--- src/rtl/i2c_xfer_seq.sv ---
// -----------------------------------------------------------------------------
// i2c_xfer_seq
//
// Register-style transaction sequencer in front of the I2C byte controller.
// One request (device, register address, 1..4 data bytes, read or write) is
// expanded into the byte-command stream:
//   write: START+WRITE {dev,0}, WRITE reg[MSB..LSB], WRITE data[0..len], STOP
//   read : START+WRITE {dev,0}, WRITE reg[MSB..LSB], START+WRITE {dev,1},
//          READ x (len+1) (last one NACKed), STOP
// and a single response (read data + status) is returned.
//
// Ports
//   clk_i, rst_i             clock, asynchronous active-high reset
//   req_*                    request channel (valid/ready handshake)
//   rsp_*                    response channel, held until rsp_ready_i
//                            rsp_err_o: 00 ok, 01 NACK, 10 arb lost, 11 timeout
//   byte_start/stop/read/write_o, byte_ack_o, byte_din_o
//                            command port to the byte controller (levels,
//                            held until byte_done_i)
//   byte_done_i, byte_ack_i, byte_dout_i, byte_al_i
//                            completion/status from the byte controller
// -----------------------------------------------------------------------------
module i2c_xfer_seq #(
    parameter int REG_ADDR_BYTES = 1,
    parameter int TIMEOUT_CYCLES = 100000
) (
    input  logic                        clk_i,
    input  logic                        rst_i,

    input  logic                        req_valid_i,
    output logic                        req_ready_o,
    input  logic                        req_rw_i,
    input  logic [6:0]                  req_dev_i,
    input  logic [8*REG_ADDR_BYTES-1:0] req_reg_i,
    input  logic [1:0]                  req_len_i,
    input  logic [31:0]                 req_wdata_i,

    output logic                        rsp_valid_o,
    input  logic                        rsp_ready_i,
    output logic [31:0]                 rsp_rdata_o,
    output logic [1:0]                  rsp_err_o,

    output logic                        byte_start_o,
    output logic                        byte_stop_o,
    output logic                        byte_read_o,
    output logic                        byte_write_o,
    output logic                        byte_ack_o,
    output logic [7:0]                  byte_din_o,
    input  logic                        byte_done_i,
    input  logic                        byte_ack_i,
    input  logic [7:0]                  byte_dout_i,
    input  logic                        byte_al_i
);

    localparam int             RW       = 8 * REG_ADDR_BYTES;
    localparam int             TW       = $clog2(TIMEOUT_CYCLES + 1);
    localparam logic [TW-1:0]  TMO_LAST = TW'(TIMEOUT_CYCLES - 1);
    localparam logic [1:0]     REG_LAST = 2'(REG_ADDR_BYTES - 1);

    localparam logic [1:0] ERR_OK   = 2'b00;
    localparam logic [1:0] ERR_NACK = 2'b01;
    localparam logic [1:0] ERR_AL   = 2'b10;
    localparam logic [1:0] ERR_TMO  = 2'b11;

    typedef enum logic [2:0] {
        IDLE,
        DEV_W,
        REG,
        WDATA,
        RESTART,
        RDATA,
        STOP,
        RSP
    } state_t;

    state_t          state;

    // Latched request
    logic            rw_q;
    logic [6:0]      dev_q;
    logic [RW-1:0]   reg_q;
    logic [1:0]      len_q;
    logic [31:0]     wdata_q;

    // Byte index within the current phase (register bytes or data bytes)
    logic [1:0]      idx;
    logic [TW-1:0]   tmo_cnt;

    // A command is outstanding whenever one of the command levels is high;
    // start always travels with write, so it needs no separate term.
    logic            cmd_busy;
    assign cmd_busy = byte_read_o | byte_write_o | byte_stop_o;

    logic            data_last;
    logic            reg_last;
    assign data_last = (idx == len_q);
    assign reg_last  = (idx == REG_LAST);

    // Register address bytes go out MSB first.
    logic [15:0]     reg_ext;
    logic [7:0]      reg_byte;
    assign reg_ext  = 16'(reg_q);
    assign reg_byte = (REG_ADDR_BYTES == 2 && idx == 2'd0) ? reg_ext[15:8] : reg_ext[7:0];

    // Command that the current state issues next (registered on issue).
    logic            nxt_start, nxt_stop, nxt_read, nxt_write, nxt_ack;
    logic [7:0]      nxt_din;

    always_comb begin
        nxt_start = 1'b0;
        nxt_stop  = 1'b0;
        nxt_read  = 1'b0;
        nxt_write = 1'b0;
        nxt_ack   = 1'b0;
        nxt_din   = 8'h00;
        case (state)
            DEV_W: begin
                nxt_start = 1'b1;
                nxt_write = 1'b1;
                nxt_din   = {dev_q, 1'b0};
            end
            REG: begin
                nxt_write = 1'b1;
                nxt_din   = reg_byte;
            end
            WDATA: begin
                nxt_write = 1'b1;
                nxt_din   = wdata_q[{idx, 3'b000} +: 8];
            end
            RESTART: begin
                nxt_start = 1'b1;
                nxt_write = 1'b1;
                nxt_din   = {dev_q, 1'b1};
            end
            RDATA: begin
                nxt_read  = 1'b1;
                // NACK the final byte so the slave releases SDA before STOP
                nxt_ack   = data_last;
            end
            STOP: begin
                nxt_stop  = 1'b1;
            end
            default: ;
        endcase
    end

    always_ff @(posedge clk_i or posedge rst_i) begin
        if (rst_i) begin
            state        <= IDLE;
            rw_q         <= 1'b0;
            dev_q        <= '0;
            reg_q        <= '0;
            len_q        <= '0;
            wdata_q      <= '0;
            idx          <= '0;
            tmo_cnt      <= '0;
            req_ready_o  <= 1'b1;
            rsp_valid_o  <= 1'b0;
            rsp_rdata_o  <= '0;
            rsp_err_o    <= ERR_OK;
            {byte_start_o, byte_stop_o, byte_read_o, byte_write_o,
             byte_ack_o, byte_din_o} <= '0;
        end else begin
            case (state)
                IDLE: begin
                    if (req_valid_i) begin
                        rw_q        <= req_rw_i;
                        dev_q       <= req_dev_i;
                        reg_q       <= req_reg_i;
                        len_q       <= req_len_i;
                        wdata_q     <= req_wdata_i;
                        rsp_rdata_o <= '0;
                        rsp_err_o   <= ERR_OK;
                        idx         <= '0;
                        req_ready_o <= 1'b0;
                        state       <= DEV_W;
                    end
                end

                RSP: begin
                    if (rsp_ready_i) begin
                        rsp_valid_o <= 1'b0;
                        req_ready_o <= 1'b1;
                        state       <= IDLE;
                    end
                end

                // All command states share the issue / wait / complete cycle.
                default: begin
                    if (byte_al_i) begin
                        // Bus is no longer ours: no STOP, report immediately.
                        if (rsp_err_o == ERR_OK) rsp_err_o <= ERR_AL;
                        {byte_start_o, byte_stop_o, byte_read_o, byte_write_o,
                         byte_ack_o, byte_din_o} <= '0;
                        rsp_valid_o <= 1'b1;
                        state       <= RSP;
                    end else if (!cmd_busy) begin
                        {byte_start_o, byte_stop_o, byte_read_o, byte_write_o,
                         byte_ack_o, byte_din_o} <=
                            {nxt_start, nxt_stop, nxt_read, nxt_write, nxt_ack, nxt_din};
                        tmo_cnt <= '0;
                    end else if (tmo_cnt == TMO_LAST) begin
                        // Timeout outranks a completion arriving in the same cycle.
                        if (rsp_err_o == ERR_OK) rsp_err_o <= ERR_TMO;
                        {byte_start_o, byte_stop_o, byte_read_o, byte_write_o,
                         byte_ack_o, byte_din_o} <= '0;
                        rsp_valid_o <= 1'b1;
                        state       <= RSP;
                    end else if (byte_done_i) begin
                        {byte_start_o, byte_stop_o, byte_read_o, byte_write_o,
                         byte_ack_o, byte_din_o} <= '0;
                        case (state)
                            DEV_W: begin
                                if (byte_ack_i) begin
                                    if (rsp_err_o == ERR_OK) rsp_err_o <= ERR_NACK;
                                    state <= STOP;
                                end else begin
                                    idx   <= '0;
                                    state <= REG;
                                end
                            end
                            REG: begin
                                if (byte_ack_i) begin
                                    if (rsp_err_o == ERR_OK) rsp_err_o <= ERR_NACK;
                                    state <= STOP;
                                end else if (reg_last) begin
                                    idx   <= '0;
                                    state <= rw_q ? RESTART : WDATA;
                                end else begin
                                    idx   <= idx + 2'd1;
                                end
                            end
                            WDATA: begin
                                if (byte_ack_i) begin
                                    if (rsp_err_o == ERR_OK) rsp_err_o <= ERR_NACK;
                                    state <= STOP;
                                end else if (data_last) begin
                                    state <= STOP;
                                end else begin
                                    idx   <= idx + 2'd1;
                                end
                            end
                            RESTART: begin
                                if (byte_ack_i) begin
                                    if (rsp_err_o == ERR_OK) rsp_err_o <= ERR_NACK;
                                    state <= STOP;
                                end else begin
                                    idx   <= '0;
                                    state <= RDATA;
                                end
                            end
                            RDATA: begin
                                rsp_rdata_o[{idx, 3'b000} +: 8] <= byte_dout_i;
                                if (data_last) state <= STOP;
                                else           idx   <= idx + 2'd1;
                            end
                            STOP: begin
                                rsp_valid_o <= 1'b1;
                                state       <= RSP;
                            end
                            default: state <= IDLE;
                        endcase
                    end else begin
                        tmo_cnt <= tmo_cnt + 1'b1;
                    end
                end
            endcase
        end
    end

endmodule

--- config.mk ---
export PLATFORM = sky130hd
export DESIGN_NAME = i2c_xfer_seq
export DESIGN_NICKNAME = d
export VERILOG_FILES = /design/src/rtl/i2c_xfer_seq.sv
export SDC_FILE = /design/constraint.sdc
export NUM_CORES = 1
export LEC_CHECK = 0
export CAP_MARGIN = 30
export CORE_AREA = 2 2 114 139
export DETAILED_ROUTE_END_ITERATION = 8
export DIE_AREA = 0 0 116 141
export PLACE_DENSITY = 0.65
export SLEW_MARGIN = 10
export SYNTH_ARGS = -nofsm -noshare
export SYNTH_HDL_FRONTEND = slang
export SYNTH_SLANG_ARGS = --single-unit
--- constraint.sdc ---
create_clock -name clk_i -period 4.8 [get_ports clk_i]
set_clock_uncertainty 0.05 [all_clocks]
set_input_delay 1.44 -clock clk_i [delete_from_list [all_inputs] [get_ports clk_i]]
set_output_delay 1.44 -clock clk_i [all_outputs]
set_load 0.02 [all_outputs]
==> run_results.csv, run 1 <==
group,metric,value,unit
floorplan,die_y,141,um
final_layout,final_core_util,51.9,%
clock_tree,htreeDepth,4,
power,p_comb_share,35.3,%
final_layout,final_layout_size_suffix_gt1_share,18.8,%
drt,route.final.wire_length,14400,um
timing,hold_ws,433,ps
power,internal-power,3.02,mW
timing,finalSetupViolCount,0,
drt,wire_per_inst,17.5,um
yosys,synthArstFlopShare,100,%
timing,hold_viol_final,0,
clock_tree,post_cts_resized,0,
clock_tree,post_cts_buffers,0,
clock_tree,worstSkewPairLatency,420,ps
drt,firstDrtPassIters,5,
timing,slew_headroom,43.3,%
yosys,synth_seq_cells,121,
power,power_density,585,mW/mm2
power,power.share.clock,28.9,%
placed_design,place_inst,790,
power,p_sw_share,34.2,%
min_path,worst_hold_path_type,"reg -> reg",
global_route,antenna_found_initial,0,
timing,worstMarginPinSlew,851,ps
worst_setup_path,worstPathCellList,"clkdlybuf4s50_1, or4b_2, o31ai_4, nand2_1, a22o_1",
timing,setup_tns,0,ps
clock_tree,path_clk_slew,50,ps
global_route,grt_overflow,0,
worst_setup_path,cp_data_required_time,5050,ps
yosys,synth_ff_type,"dfrtp_1",
run_status,status,"finished, final reports clean",
final_layout,antenna_cells,0,
drt,first_iter_violations,286,
worst_setup_path,path_max_fanout,22,
worst_setup_path,slowest_stage,"or4b_2",
clock_tree,root_buffer,"clkbuf_16",
floorplan,rows,50,
timing,fmax,0.291,GHz
clock_tree,ctsHoldBuffers,0,
placed_design,gp_congestion,0.848,
yosys,ys_seq_area_share,51.3,%
yosys,ys_warn_count,0,
power,power.switching,1.57,mW
global_route,grt_pass1_vias,4686,
drt,detail_route.vias_per_cell,5.42,
clock_tree,cts_tree,"done",
timing,period_share,71.6,%
global_route,grt_max_degree,66,
placed_design,dp_hpwl,10600,um
power,cellLeakagePower,3.34,nW
yosys,synth_edf_count,0,
timing,fin_crit,3430,ps
floorplan,ios,114,
power,p_seq_share,35.8,%
timing,rsz0062_at_grt,"no",
floorplan,die-area,0.0164,mm2
global_route,grt_first_pass_wirelength,23900,um
worst_setup_path,slowest_delay,940,ps
yosys,synth.avg_cell_area,12.1,um2
final_layout,fin_nets,672,
clock_tree,clock_sinks,121,
job,drv_cap,0,
clock_tree,cts_buffers,17,
worst_setup_path,worstSetupPathType,"in -> reg",
worst_setup_path,cp.arrival,3680,ps
placed_design,portBuffers,113,
yosys,synth.distinct_cells,62,
drt,vias,4452,
clock_tree,clock_path_buffers,2,
power,vdd_drop_max,0.000282,V
floorplan,core,0.0151,mm2
yosys,syn_nets,557,
worst_setup_path,critPathTopFamily,"simple AND/OR/NAND/NOR gates",
global_route,grtUsageTotal,18.9,%
worst_setup_path,worst_setup_path_start_kind,"primary input",
worst_setup_path,path_buf_inv,1,
yosys,synth_cells,486,
final_layout,fin_cells,821,
floorplan,start_util,39.0,%
drt,drc_errors,0,
yosys,netlist_area,0.00590,mm2
floorplan,die_w,116,um
worst_setup_path,worst_setup_path_end_kind,"flip-flop",
drt,drtAntennaViolNets,0,
final_layout,syn_to_final_growth,33.1,%
timing,finalMaxSlewViolations,0,
==> cell type report <==
type | count | area, um2
fillers | 1356 | 7280
flip-flops and latches | 121 | 3030
multi-input cells | 328 | 2680
repair buffers | 120 | 1220
clock buffers | 19 | 443
well taps | 208 | 260
clock inverters | 12 | 175
inverters | 13 | 51.3
==> through the flow <==
stage | worst slack (ps) | power [mW] | cell area [um2]
finish | 1370 | 4.60 | 7860
global route | 1290 | 4.87 | 7860
CTS | 1380 | 4.63 | 7860
detailed placement | 948 | 3.29 | 7240
global placement | 949 | 3.21 | 7210
floorplan | 97.5 | 2.73 | 5900
==> layout by cell type (no fill, tap or decap), types with 3 or more instances in the layout <==
cell / n
o21ai_0: 20
buf_4: 5
clkinv_2: 3
inv_1: 11
a31o_2: 3
dfrtp_1: 120
nand2b_1: 3
a21oi_1: 20
clkdlybuf4s50_1: 113
mux2i_1: 14
clkbuf_16: 17
bufinv_16: 4
nor3_1: 6
nor2_1: 18
and4_1: 3
ha_1: 6
mux4_2: 8
or3_1: 3
mux2_2: 50
o31ai_1: 9
nand4_1: 6
clkinvlp_4: 3
nor2b_1: 3
nand3_1: 11
and3_1: 3
o211ai_1: 6
a22o_1: 41
nor4_4: 5
or4_1: 8
a32o_1: 4
nand2_1: 40
==> cells in the mapped netlist, types with 3 or more instances <==
cell        n  share of area (%)
a21oi_1    20                1.7
a22o_1     41                6.1
a31o_2      3               0.45
a32o_1      4               0.68
and3_1      3               0.32
and4_1      3               0.45
buf_2      10               0.85
buf_6       5               0.95
clkbuf_1    6               0.38
dfrtp_1   120                 51
ha_1        6                1.3
inv_1      12               0.76
mux2_2     50                9.5
mux2i_1    14                2.4
mux4_2      8                3.1
nand2_1    40                2.5
nand2b_1    3               0.32
nand3_1    11               0.93
nand4_1     6               0.64
nor2_1     18                1.1
nor2b_1     3               0.32
nor3_1      6               0.51
nor4_4      5                1.8
o211ai_1    6               0.76
o21ai_0    20                1.7
o31ai_1     9                1.1
or3_1       3               0.32
or4_1       8                1.0
==> metal layers <==
metal / part of all wire (%) / track usage [%] / wire (um) / vias up
li1: - / - / - / 2085
met1: 41 / 22.3 / 5830 / 2242
met2: 52 / 31.9 / 7550 / 102
met3: 4.9 / 5.80 / 703 / 23
met4: 2.0 / 7.46 / 293 / 0
met5: 0 / 0 / 0 / -
==> flip-flops by register name, indices dropped and copies added (netlist names), 2 cells and up <==
signal	flops
byte_din_o	8
rsp_err_o	2
len_q	2
state	3
dev_q	7
reg_byte	8
rsp_rdata_o	32
wdata_q	32
idx	2
tmo_cnt	17
==> tightest hold or removal path: cells and delay by family (launching register included) <==
family | cells | cell delay, ps
DFF | 1 | 380
and+or+nand+nor | 2 | 100
==> logic make-up (layout without fill, tap and decap cells) <==
family | Yosys count | after routing | share of synthesized area [%]
AOI/OAI and AO/OA | 127 | 127 | 16.3
xor gates and xnor gates | 2 | 2 | 0.297
adders and majority gates | 6 | 6 | 1.27
buffers and inverters | 37 | 164 | 3.26
DFF | 121 | 121 | 51.3
muxes | 72 | 72 | 15.0
and+or+nand+nor | 121 | 121 | 12.6
==> power by group through the flow <==
stage	logic, mW	registers [mW]	clock network [mW]
after floorplan	1.14	1.59	0
final	1.62	1.64	1.33
after CTS	1.64	1.65	1.35
after detailed placement	1.63	1.66	0
after global routing	1.77	1.69	1.41
after global placement	1.54	1.67	0
==> final timing paths <==
check                            start         endpoint  slack (ps)  cells past startpoint
setup / recovery           req_valid_i  rsp_rdata_o[14]        1370                      5
hold / removal             req_ready_o      req_ready_o         430                      2
setup reg to reg              state[1]  rsp_rdata_o[14]        2010                      4
hold reg to reg            req_ready_o      req_ready_o         430                      2
max in group asynchronous        rst_i    byte_din_o[3]        2290                      4
min in group asynchronous        rst_i      wdata_q[23]        1480                      2
Power figures use the tool's default switching activity.
==> run 2, diff against run 1 <==
Settings changed: PLACE_DENSITY 0.65 to 0.62.
Clock period 4.8 ns to 3.45 ns, I/O delays scaled along.
==> run_results.csv, run 2 (same netlist as run 1, synthesis figures left out) <==
group,metric,value,unit
clock_tree,root_buffer,"clkbuf_16",
timing,fin_crit,2710,ps
placed_design,dp_slack,318,ps
floorplan,die_w,116,um
min_path,hp-start,"req_ready_o",
worst_setup_path,cp.arrival,2970,ps
worst_setup_path,cp_data_required_time,3710,ps
power,power_density,806,mW/mm2
worst_setup_path,path_max_fanout,23,
final_layout,layout_commonest_cell,"dfrtp_1",
power,cellLeakagePower,3.35,nW
floorplan,ios,114,
drt,route.final.wire_length,14700,um
worst_setup_path,reg2reg_from,"state[2]",
worst_setup_path,worst_setup_path_end_kind,"flip-flop",
power,vdd_drop_max,0.000369,V
drt,wire_per_inst,17.7,um
drt,firstDrtPassIters,5,
job,drv_cap,0,
worst_setup_path,reg2reg_depth,5,
timing,setup_tns,0,ps
global_route,antenna_found_initial,0,
final_layout,fin_nets,678,
clock_tree,worstSkewPairLatency,420,ps
global_route,grt_pass1_vias,4686,
run_status,status,"finished, final reports clean",
clock_tree,path_clk_slew,60,ps
worst_setup_path,worstReg2RegEnd,"rsp_rdata_o[26]",
floorplan,die-area,0.0164,mm2
global_route,grt_overflow,0,
placed_design,portBuffers,113,
min_path,hold_end,"req_ready_o",
clock_tree,clock_path_buffers,2,
final_layout,final_cell_mix,"dfrtp_1, clkdlybuf4s50_1, mux2_2",
drt,drtAntennaViolNets,0,
worst_setup_path,worstSetupPathType,"in -> reg",
timing,fmax,0.369,GHz
timing,rsz0062_at_grt,"no",
min_path,worst_hold_path_type,"reg -> reg",
clock_tree,cts_tree,"done",
min_path,hold_depth,2,
drt,first_iter_violations,217,
clock_tree,post_cts_resized,0,
floorplan,rows,50,
floorplan,die_y,141,um
worst_setup_path,worst_setup_path_start_kind,"primary input",
worst_setup_path,regToRegSetupSlack,1000,ps
final_layout,syn_to_final_growth,33.2,%
floorplan,core,0.0151,mm2
clock_tree,clock_sinks,121,
timing,slew_headroom,57.2,%
final_layout,antenna_cells,0,
global_route,grt_first_pass_wirelength,24200,um
final_layout,final_core_util,51.9,%
global_route,grt_max_degree,122,
timing,worstMarginPinSlew,642,ps
drt,vias,4493,
power,total_power,6.33,mW
timing,finalMaxSlewViolations,0,
drt,drc_errors,0,
timing,hold_viol_final,0,
clock_tree,ctsHoldBuffers,0,
clock_tree,htreeDepth,4,
clock_tree,post_cts_buffers,0,
clock_tree,cts_buffers,17,
drt,detail_route.vias_per_cell,5.43,
final_layout,largestRegisters,"rsp_rdata_o x32, wdata_q x32, tmo_cnt x17",
global_route,grtUsageTotal,19.1,%
timing,finalSetupViolCount,0,
final_layout,final_layout_size_suffix_gt1_share,19.7,%
timing,layout_setup_ws,738,ps
floorplan,start_util,39.0,%
timing,period_share,78.6,%
placed_design,gp_congestion,0.837,
placed_design,dp_hpwl,10600,um
-- run 2: cell types whose count changed in the layout (fill, tap and decap cells not counted), sizes merged --
cell,previous run,this run
clkinv,6,9
bufinv,4,3
buf,7,13
inv,12,11
-- run 2: stage by stage --
stage               instances  hold WS (ps)  area [um2]
global route              828           422        7860
floorplan                 486           424        5910
detailed placement        795           407        7260
finish                    828           412        7860
global placement          795           403        7260
CTS                       827           415        7850
-- run 2: how the worst max path moves through the flow --
stage / start / endpoint / slack [ps] / cells after the start
floorplan: rst_i / byte_ack_o / 880 / 1
global placement: req_valid_i / state[0] / 320 / 6
detailed placement: req_valid_i / state[0] / 320 / 6
CTS: req_valid_i / state[0] / 760 / 6
global route: byte_done_i / rsp_rdata_o[22] / 610 / 5
finish: req_valid_i / state[0] / 740 / 6
-- run 2: final cells by class --
type,count,area (um2)
fillers,1400,7280
flip-flops and latches,121,3030
multi-input cells,328,2680
repair buffers,126,1240
clock buffers,19,443
well taps,208,260
clock inverters,13,153
inverters,13,52.6
-- run 2: per-layer routing --
metal | vias up | wire (um) | GRT usage [%]
li1 | 2093 | - | -
met1 | 2229 | 5830 | 22.8
met2 | 140 | 7470 | 31.0
met3 | 31 | 918 | 6.45
met4 | 0 | 435 | 9.15
met5 | - | 0 | 0
-- run 2: critical path, cell delays in order --
cell             delay (ps)
clkdlybuf4s50_1         490
or4b_2                  660
buf_4                   270
o311ai_2                140
o21ai_0                 150
a32o_1                  220
-- run 2: where the power goes --
part	switching, mW	internal [mW]
Sequential	0.369	1.86
Clock	0.642	1.15
Combinational	1.19	1.13
